<file path="src/rtl/eth_pkg.sv">
// Shared Ethernet/UDP datapath definitions: bus widths, converter state type
// and the tkeep decode used by the 32-to-8 unpacker.
package eth_pkg;

    localparam int BYTE_W = 8;
    localparam int WORD_W = 32;

    typedef enum logic {
        IDLE  = 1'b0,
        SHIFT = 1'b1
    } conv_state_t;

    typedef struct packed {
        logic [1:0] last_idx;
        logic       err;
    } keep_dec_t;

    // ord[0] is the first lane sent; the byte count stops at the first hole.
    function automatic keep_dec_t keep_to_last_idx(input logic [3:0] keep,
                                                   input logic       big_endian);
        keep_dec_t  r;
        logic [3:0] ord;
        logic [2:0] n;
        logic       stop;
        ord   = big_endian ? {keep[0], keep[1], keep[2], keep[3]} : keep;
        n     = 3'd0;
        stop  = 1'b0;
        r.err = 1'b0;
        for (int i = 0; i < 4; i++) begin
            if (ord[i] && !stop) begin
                n = n + 3'd1;
            end else if (ord[i]) begin
                r.err = 1'b1;
            end else begin
                stop = 1'b1;
            end
        end
        if (n == 3'd0) begin
            r.last_idx = 2'd0;
            r.err      = 1'b1;
        end else begin
            r.last_idx = 2'(n - 3'd1);
        end
        return r;
    endfunction

endpackage

</file>
<file path="src/rtl/conv_32_8.sv">
// Unpacks 32-bit AXI-Stream words into the byte-wide UDP TX stream,
// one byte per cycle, honouring tkeep on the final word of a packet.
//
// state | meaning
// IDLE  | holding register empty, ready for a word
// SHIFT | holding register loaded, presenting byte idx
module conv_32_8
    import eth_pkg::*;
#(
    parameter bit BIG_ENDIAN = 1'b1
) (
    input  logic              aclk,
    input  logic              areset,
    input  logic [WORD_W-1:0] s_axis_tdata,
    input  logic [3:0]        s_axis_tkeep,
    input  logic              s_axis_tlast,
    input  logic              s_axis_tvalid,
    output logic              s_axis_tready,
    output logic [BYTE_W-1:0] data_out,
    output logic              udp_data_valid,
    output logic              udp_data_last,
    input  logic              udp_data_ready,
    output logic              protocol_err
);

    conv_state_t       state;
    conv_state_t       state_nxt;
    logic [WORD_W-1:0] word_buf;
    logic [1:0]        idx;
    logic [1:0]        last_idx;
    logic              pkt_last;

    keep_dec_t         keep_dec;
    logic              on_last;
    logic              accept;
    logic              consume;
    logic [1:0]        lane;

    assign keep_dec = keep_to_last_idx(s_axis_tkeep, BIG_ENDIAN);
    assign on_last  = (idx == last_idx);
    assign accept   = s_axis_tvalid & s_axis_tready;
    assign consume  = (state == SHIFT) & udp_data_ready;

    // Big-endian walks lanes 3..0, little-endian 0..3.
    assign lane     = BIG_ENDIAN ? ~idx : idx;
    assign data_out = word_buf[{lane, 3'b000} +: BYTE_W];

    always_ff @(posedge aclk or posedge areset) begin
        if (areset) begin
            state <= IDLE;
        end else begin
            state <= state_nxt;
        end
    end

    always_comb begin
        state_nxt = state;
        case (state)
            IDLE: begin
                if (accept) begin
                    state_nxt = SHIFT;
                end
            end
            SHIFT: begin
                if (consume && on_last && !accept) begin
                    state_nxt = IDLE;
                end
            end
            default: state_nxt = IDLE;
        endcase
    end

    always_comb begin
        s_axis_tready  = 1'b0;
        udp_data_valid = 1'b0;
        udp_data_last  = 1'b0;
        case (state)
            IDLE: begin
                s_axis_tready = 1'b1;
            end
            SHIFT: begin
                udp_data_valid = 1'b1;
                udp_data_last  = pkt_last & on_last;
                s_axis_tready  = on_last & udp_data_ready;
            end
            default: ;
        endcase
    end

    always_ff @(posedge aclk or posedge areset) begin
        if (areset) begin
            word_buf     <= '0;
            idx          <= 2'd0;
            last_idx     <= 2'd0;
            pkt_last     <= 1'b0;
            protocol_err <= 1'b0;
        end else begin
            if (accept) begin
                word_buf <= s_axis_tdata;
                idx      <= 2'd0;
                pkt_last <= s_axis_tlast;
                last_idx <= s_axis_tlast ? keep_dec.last_idx : 2'd3;
                if (s_axis_tlast && keep_dec.err) begin
                    protocol_err <= 1'b1;
                end
            end else if (consume && !on_last) begin
                idx <= idx + 2'd1;
            end
        end
    end

endmodule

</file>
<file path="config.mk">
export PLATFORM = sky130hd
export DESIGN_NAME = conv_32_8
export DESIGN_NICKNAME = d
export VERILOG_FILES = /design/src/rtl/eth_pkg.sv /design/src/rtl/conv_32_8.sv
export SDC_FILE = /design/constraint.sdc
export NUM_CORES = 1
export LEC_CHECK = 0
export CAP_MARGIN = 15
export CORE_MARGIN = 2
export CORE_UTILIZATION = 42
export CTS_BUF_LIST = sky130_fd_sc_hd__clkbuf_16
export DETAILED_ROUTE_END_ITERATION = 12
export PLACE_DENSITY = 0.76
export SYNTH_ARGS = -nofsm -noshare
export SYNTH_HDL_FRONTEND = slang
export SYNTH_SLANG_ARGS = --single-unit
</file>
<file path="constraint.sdc">
create_clock -name aclk -period 4.9 [get_ports aclk]
set_clock_uncertainty 0.05 [all_clocks]
set_input_delay 0.98 -clock aclk [delete_from_list [all_inputs] [get_ports aclk]]
set_output_delay 0.98 -clock aclk [all_outputs]
set_load 0.02 [all_outputs]
</file>
==> results of run 1 <==
[power by group]
| part | total [mW] | internal, mW | switching (mW) |
|---|---|---|---|
| registers | 0.622 | 0.489 | 0.134 |
| clock network | 0.293 | 0.181 | 0.112 |
| logic | 0.850 | 0.519 | 0.331 |
| total | 1.77 | 1.19 | 0.577 |
[sequential cells by signal, summed over array words and instances (netlist names)]
signal        count
last_idx          2
word_buf         32
protocol_err      1
state             1
idx               2
pkt_last          1
[through the flow]
stage	setup WS, ps	utilization	cell area (µm²)	total power [mW]	hold WS [ps]
finish	1530	0.595	2570	1.77	441
global route	1430	0.595	2570	1.88	463
CTS	1510	0.595	2570	1.79	445
detailed placement	1530	0.566	2450	1.49	428
global placement	1580	0.566	2450	1.45	417
floorplan	2640	-	1870	1.19	425
[cell type report]
| class | instances | area (µm²) |
|---|---|---|
| fill | 341 | 1750 |
| timing repair buffer | 55 | 543 |
| inverter | 6 | 22.5 |
| clock buffer | 5 | 125 |
| sequential | 39 | 976 |
| multi-input combinational | 77 | 840 |
| tap | 52 | 65.1 |
| clock inverter | 1 | 3.75 |
[path summary, 6_finish.rpt]
check	startpoint	end	slack, ps	cells past startpoint
min	protocol_err	protocol_err	440	1
min in group asynchronous	areset	word_buf[28]	1070	3
max in group asynchronous	areset	word_buf[5]	3400	3
max	udp_data_ready	s_axis_tready	1530	4
max reg2reg	idx[0]	word_buf[5]	2670	4
min reg2reg	protocol_err	protocol_err	440	1
[Yosys cell counts, types with 2 or more instances]
cell type / number / area [µm²]
buf_2: 2 / 10.0
mux2_4: 14 / 210
o21ai_0: 8 / 40.0
nand2_1: 7 / 26.3
buf_6: 3 / 33.8
dfrtp_1: 39 / 976
a21oi_1: 2 / 10.0
mux4_2: 8 / 180
a31oi_1: 2 / 12.5
inv_1: 6 / 22.5
nor2_1: 3 / 11.3
mux2_2: 18 / 203
[logic make-up (layout without fill, tap and decap cells)]
group | Yosys count | in the layout | synth area share
mux | 41 | 41 | 0.322
simple gates | 15 | 15 | 0.0367
flops | 39 | 39 | 0.521
compound gates | 18 | 18 | 0.0634
fa+ha+maj | 1 | 1 | 0.00667
xor+xnor | 2 | 2 | 0.0134
buf+inv | 12 | 67 | 0.0374
[metal layers]
layer	vias up	GRT usage	part of all wire
met5	-	0	0
met1	614	0.213	0.41
li1	575	-	-
met3	5	0.0584	0.056
met2	38	0.293	0.52
met4	0	0.0545	0.012
[cells in the final DEF (no fill, tap or decap), drive strengths merged, types with 2 or more instances in the layout]
cell,count
a31oi,2
clkdlybuf4s50,52
o21ai,8
buf,3
clkbuf,5
nor2,3
xor2,2
nand2,7
inv,7
a21oi,2
mux2,32
mux4,8
dfrtp,39
==> flow_summary.toml, run 1 <==
[clock_tree]
hold_buffers = 0
path_clk_slew_ps = 50
cts_buffers = 5
cts_tree = "yes"
h-tree-depth = 2
clkSinkCount = 39
clk_latency_ps = 280
post-cts-setup-buffers = 0
cts_max_path_buffers = 2
cts_resized = 0
root_buffer = "clkbuf_16"

[worst_setup_path]
start_kind = "primary input"
critPathArrivalTime_ps = 2340
crit_required_ps = 3870
cp-end-kind = "output pin"
cp_top_family = "buffers and inverters"
crit_chain = "clkdlybuf4s50_1 -> nand2_1 -> nand2_1 -> clkdlybuf4s50_1"
crit_type = "primary input to output pin"
crit_path_max_fanout = 6
max_stage_delay_ps = 600
critPathBufInv = 2
slowest_stage = "clkdlybuf4s50_1"

[die]
die-width_um = 70.8
core_area_um2 = 4320
io_pins = 53
dieArea_um2 = 5010
die_h_um = 70.8
initial_core_util = 0.433
placementRows = 24

[synth]
syn_area_um2 = 1870
yosys_warnings = 0
syn-instance-count = 128
synthFlopType = "dfrtp_1"
synthArstFlopShare = 1.00
synth-seq-cells = 39
syn_nets = 170
synthDistinctLibCells = 28
synth_area_per_cell_um2 = 14.6
synth_edf_count = 0
synth-seq-area-share = 0.521

[grt]
grt_max_degree = 40
grtUsageTotal = 0.174
grt_pass1_wl_um = 6690
antenna_found_initial = 0
grt-ovfl-total = 0
first_global_vias = 1377

[pwr]
p_leak_nw = 1.07
power-per-cell-area_nw_per_um2 = 686
max-vdd-ir-drop_v = 0.000318

[sta]
slew_headroom = 0.567
setup-tns-final_ps = 0
period_share = 0.688
worstMarginPinSlew_ps = 650
period_minus_slack_ps = 3370
finalHoldViolations = 0
drv_slew = 0
finalSetupViolCount = 0
rsz0062_at_grt = "false"
fmax_mhz = 296

[drt]
drt_first_pass_iters = 4
drc_errors = 0
num_vias = 1232
wirelength_um = 3870
wl_per_cell_um = 16.5
drtIter0Drc = 75
viasPerCell = 5.24
antenna_left = 0

[placed_design]
routabilityCongestion = 0.736
dp.cells = 229
numPortBuffers = 52
place_hpwl_um = 2820

[outcome]
status = "finished, final reports clean"

[cells_and_area]
diodes = 0
nets = 226
drive_gt1_frac = 0.279
final_cells = 235
area_delta_synth_final_pct = 37.4

[hold_path]
hold_class = "flip-flop to flip-flop"

[run]
cap_violations = 0
(Power assumes the default switching activity.)
==> inputs of run 2 (changes only) <==
--- a/config.mk
+++ b/config.mk
@@ -10,7 +10,7 @@
 export CORE_UTILIZATION = 42
 export CTS_BUF_LIST = sky130_fd_sc_hd__clkbuf_16
 export DETAILED_ROUTE_END_ITERATION = 12
-export PLACE_DENSITY = 0.76
+export PLACE_DENSITY = 0.79
 export SYNTH_ARGS = -nofsm -noshare
 export SYNTH_HDL_FRONTEND = slang
 export SYNTH_SLANG_ARGS = --single-unit
==> constraint.sdc (replaced) <==
create_clock -name aclk -period 2.9 [get_ports aclk]
set_clock_uncertainty 0.05 [all_clocks]
set_input_delay 0.58 -clock aclk [delete_from_list [all_inputs] [get_ports aclk]]
set_output_delay 0.58 -clock aclk [all_outputs]
set_load 0.02 [all_outputs]
==> run 2 against run 1 <==
  * Combinational power increased by 73%
  * Hold slack got worse by 5.8 ps
  * Final cell count increased by 1.3%
  * Clock power increased by 140%
  * Highest routed layer unchanged
  * Die area unchanged
  * Sequential share of layout area decreased by 1.1 points
  * Critical path depth unchanged
==> flow_summary.toml, run 2 (same netlist as run 1, synthesis figures left out) <==
[drt]
wirelength_um = 3870
viasPerCell = 5.22
wl_per_cell_um = 16.2
drt_first_pass_iters = 4
drtIter0Drc = 74
drc_errors = 0
num_vias = 1243
antenna_left = 0

[grt]
antenna_found_initial = 0
first_global_vias = 1381
grt_pass1_wl_um = 6790
grtUsageTotal = 0.175
grt-ovfl-total = 0
grt_max_degree = 40

[worst_setup_path]
r2r.worst_path.cells = 4
crit_required_ps = 2270
critPathBufInv = 1
slowest_stage = "dfrtp_1"
reg2reg_from = "idx[0]"
cp-startpoint = "idx[0]"
crit_path_max_fanout = 8
max_stage_delay_ps = 580
rrSetupSlack_ps = 830
cp_top_family = "flip-flops"
reg2reg_to = "word_buf[1]"
cp-end-kind = "output pin"
start_kind = "flip-flop"
crit_chain = "xor2_1 -> nor2_1 -> and3_1 -> clkdlybuf4s50_1"
crit_type = "flip-flop to output pin"
critPathArrivalTime_ps = 2110

[run]
cap_violations = 0

[die]
die_h_um = 70.8
initial_core_util = 0.433
core_area_um2 = 4320
die-width_um = 70.8
placementRows = 24
io_pins = 53
dieArea_um2 = 5010

[cells_and_area]
largest_reg_flops = 32
final_core_util = 0.614
diodes = 0
reg.largest.list = "word_buf (32), idx (2), last_idx (2)"
mostFrequentLayoutCells = "clkdlybuf4s50_1 (52), dfrtp_1 (38), mux2_2 (18)"
final_common_cell = "clkdlybuf4s50_1"
largest_register = "word_buf"
nets = 227
area_delta_synth_final_pct = 41.7
drive_gt1_frac = 0.296

[clock_tree]
path_clk_slew_ps = 50
root_buffer = "clkbuf_16"
cts_max_path_buffers = 2
cts_buffers = 5
clkSinkCount = 39
cts_tree = "yes"
h-tree-depth = 2
clk_latency_ps = 280

[hold_path]
min_from = "protocol_err"
hold_class = "flip-flop to flip-flop"
worstHoldEndpoint = "protocol_err"
whs_path_depth = 1

[placed_design]
pre_cts_ws_ps = 343
routabilityCongestion = 0.782
place_hpwl_um = 2760
numPortBuffers = 52

[sta]
finalSetupViolCount = 0
fmax_mhz = 365
rsz0062_at_grt = "false"
fin_ws_ps = 159
worstMarginPinSlew_ps = 483
slew_headroom = 0.678
setup-tns-final_ps = 0
period_share = 0.945
finalHoldViolations = 0
period_minus_slack_ps = 2740
drv_slew = 0

[pwr]
p_leak_nw = 1.11
power-per-cell-area_nw_per_um2 = 1210
max-vdd-ir-drop_v = 0.000494

[outcome]
status = "finished, final reports clean"
[run 2: power breakdown]
| part | internal (mW) | switching (mW) |
|---|---|---|
| registers | 0.827 | 0.210 |
| logic | 0.902 | 0.572 |
| clock network | 0.489 | 0.207 |
[run 2: cell type report]
cell class	instances	area, µm²
Clock inverter	3	63.8
Fill cell	322	1670
Tap cell	52	65.1
Sequential cell	39	977
Clock buffer	5	125
Inverter	6	22.5
Timing Repair Buffer	56	563
Multi-Input combinational cell	77	840
[run 2: repair_timing]
action	CTS	global route
setup endpoints to repair	0	2
resized for setup	0	1
setup buffers	0	0
hold buffers	0	0
[run 2: how the worst max path moves through the flow]
stage	to	slack [ps]	depth (start not counted)
after floorplan	data_out[0]	1040	2
after global placement	s_axis_tready	380	4
after detailed placement	s_axis_tready	340	4
after CTS	udp_data_last	90	4
after global routing	udp_data_last	20	4
final	udp_data_last	160	4
[run 2: metrics by stage]
stage	std cells	instance area, µm²	power (mW)	hold WS (ps)
after global routing	238	2660	3.39	469
final	238	2660	3.21	435
after global placement	230	2470	2.47	418
after floorplan	128	1870	2.02	425
after detailed placement	230	2470	2.53	425
after CTS	238	2660	3.25	442
[run 2: layer usage]
layer | wire length (µm) | GRT usage | vias to the layer above
met1 | 1630 | 0.224 | 613
met3 | 212 | 0.0513 | 8
met5 | 0 | 0 | -
li1 | - | - | 580
met2 | 1930 | 0.287 | 42
met4 | 85 | 0.0587 | 0
==> inputs of run 3 (changes only) <==
--- a/config.mk
+++ b/config.mk
@@ -5,12 +5,13 @@
 export SDC_FILE = /design/constraint.sdc
 export NUM_CORES = 1
 export LEC_CHECK = 0
-export CAP_MARGIN = 15
+export CAP_MARGIN = 20
 export CORE_MARGIN = 2
 export CORE_UTILIZATION = 42
 export CTS_BUF_LIST = sky130_fd_sc_hd__clkbuf_16
 export DETAILED_ROUTE_END_ITERATION = 12
 export PLACE_DENSITY = 0.79
+export SETUP_SLACK_MARGIN = 0.1
 export SYNTH_ARGS = -nofsm -noshare
 export SYNTH_HDL_FRONTEND = slang
 export SYNTH_SLANG_ARGS = --single-unit
==> run 3 against run 2 <==
  * Via count down 0.48%
  * Sequential power about the same
  * Global-route usage about the same
  * Largest cell class unchanged
  * Cell area barely moved
  * Critical path type unchanged
  * Sequential share of layout area is essentially flat
  * Highest routed layer unchanged
  * Worst setup slack improved by 100 ps
  * Combinational power hardly changed
  * Utilization barely moved
==> flow_summary.toml, run 3 (same netlist as run 1, synthesis figures left out) <==
[clock_tree]
path_clk_slew_ps = 60
cts_max_path_buffers = 2
clkSinkCount = 39
root_buffer = "clkbuf_16"
cts_tree = "yes"
clk_latency_ps = 280
h-tree-depth = 2
cts_buffers = 5

[sta]
worstMarginPinSlew_ps = 476
rsz0062_at_grt = "false"
setup-tns-final_ps = 0
fin_ws_ps = 262
finalHoldViolations = 0
drv_slew = 0
period_share = 0.910
fmax_mhz = 379
slew_headroom = 0.683
period_minus_slack_ps = 2640
finalSetupViolCount = 0

[worst_setup_path]
cp_top_family = "buffers and inverters"
crit_path_max_fanout = 8
critPathBufInv = 1
slowest_stage = "clkdlybuf4s50_1"
critPathArrivalTime_ps = 2010
reg2reg_from = "idx[0]"
crit_chain = "xor2_1 -> nor2_1 -> and3_1 -> clkdlybuf4s50_1"
max_stage_delay_ps = 540
start_kind = "flip-flop"
cp-startpoint = "idx[0]"
crit_type = "flip-flop to output pin"
crit_required_ps = 2270
cp-end-kind = "output pin"

[die]
placementRows = 24
dieArea_um2 = 5010
die_h_um = 70.8
core_area_um2 = 4320
io_pins = 53
die-width_um = 70.8
initial_core_util = 0.433

[pwr]
power-per-cell-area_nw_per_um2 = 1210
max-vdd-ir-drop_v = 0.000493
p_leak_nw = 1.11
total_power_mw = 3.21

[cells_and_area]
nFillCells = 322
reg.largest.list = "word_buf (32), idx (2), last_idx (2)"
final_common_cell = "clkdlybuf4s50_1"
drive_gt1_frac = 0.301
multi_input_area_um2 = 840
largest_register = "word_buf"
mostFrequentLayoutCells = "clkdlybuf4s50_1 (52), dfrtp_1 (37), mux2_2 (18)"
nets = 227
diodes = 0
largest_reg_flops = 32
final_core_util = 0.615
area_delta_synth_final_pct = 41.8
final-seq-area_um2 = 978

[grt]
grt_max_degree = 40
grt_pass1_wl_um = 6790
grtUsageTotal = 0.175
grt-ovfl-total = 0
first_global_vias = 1381
antenna_found_initial = 0

[placed_design]
place_hpwl_um = 2760
routabilityCongestion = 0.782
pre_cts_ws_ps = 343
numPortBuffers = 52

[hold_path]
min_from = "protocol_err"
hold_class = "flip-flop to flip-flop"

[drt]
drtIter0Drc = 67
num_vias = 1237
drc_errors = 0
wirelength_um = 3870
drt_first_pass_iters = 4
antenna_left = 0
wl_per_cell_um = 16.3
viasPerCell = 5.20

[outcome]
status = "finished, final reports clean"

[run]
cap_violations = 0
==> run 3: cell counts in the layout (fill, tap and decap cells not counted) <==
Identical to the previous run, type by type.
==> run 3: cell type report <==
type                    instances  share of cell area
flip-flops and latches         39               0.368
clock inverters                 3              0.0240
well taps                      52              0.0245
multi-input cells              77               0.316
clock buffers                   5              0.0471
inverters                       6             0.00847
repair buffers                 56               0.212
==> run 3: through the flow <==
stage,hold slack (ps),cells,cell area [µm²]
after detailed placement,425,230,2470
final,436,238,2660
after floorplan,425,128,1870
after global placement,418,230,2470
after global routing,469,238,2660
after CTS,442,238,2660
==> run 3: final timing paths <==
kind / to / slack (ps) / cells past startpoint
hold reg to reg: protocol_err / 440 / 1
max in group asynchronous: idx[0] / 1770 / 3
hold / removal: protocol_err / 440 / 1
min in group asynchronous: word_buf[18] / 670 / 3
setup reg to reg: word_buf[1] / 910 / 4
setup / recovery: udp_data_last / 260 / 4
==> run 3: metal layers <==
metal	wire length, µm	GRT usage
met1	1610	0.223
met2	1970	0.287
met3	208	0.0513
met4	84	0.0587
met5	0	0
==> run 3: timing repair <==
action	in CTS	in global routing
cloned	0	0
endpoints found under the setup margin	2	5
hold buffers	0	0
resized for setup	1	1
setup buffers	0	0
==> run 3: report_power, final <==
part / internal (mW) / switching, mW
clock: 0.490 / 0.211
sequential: 0.829 / 0.208
combinational: 0.902 / 0.574
total: 2.22 / 0.994
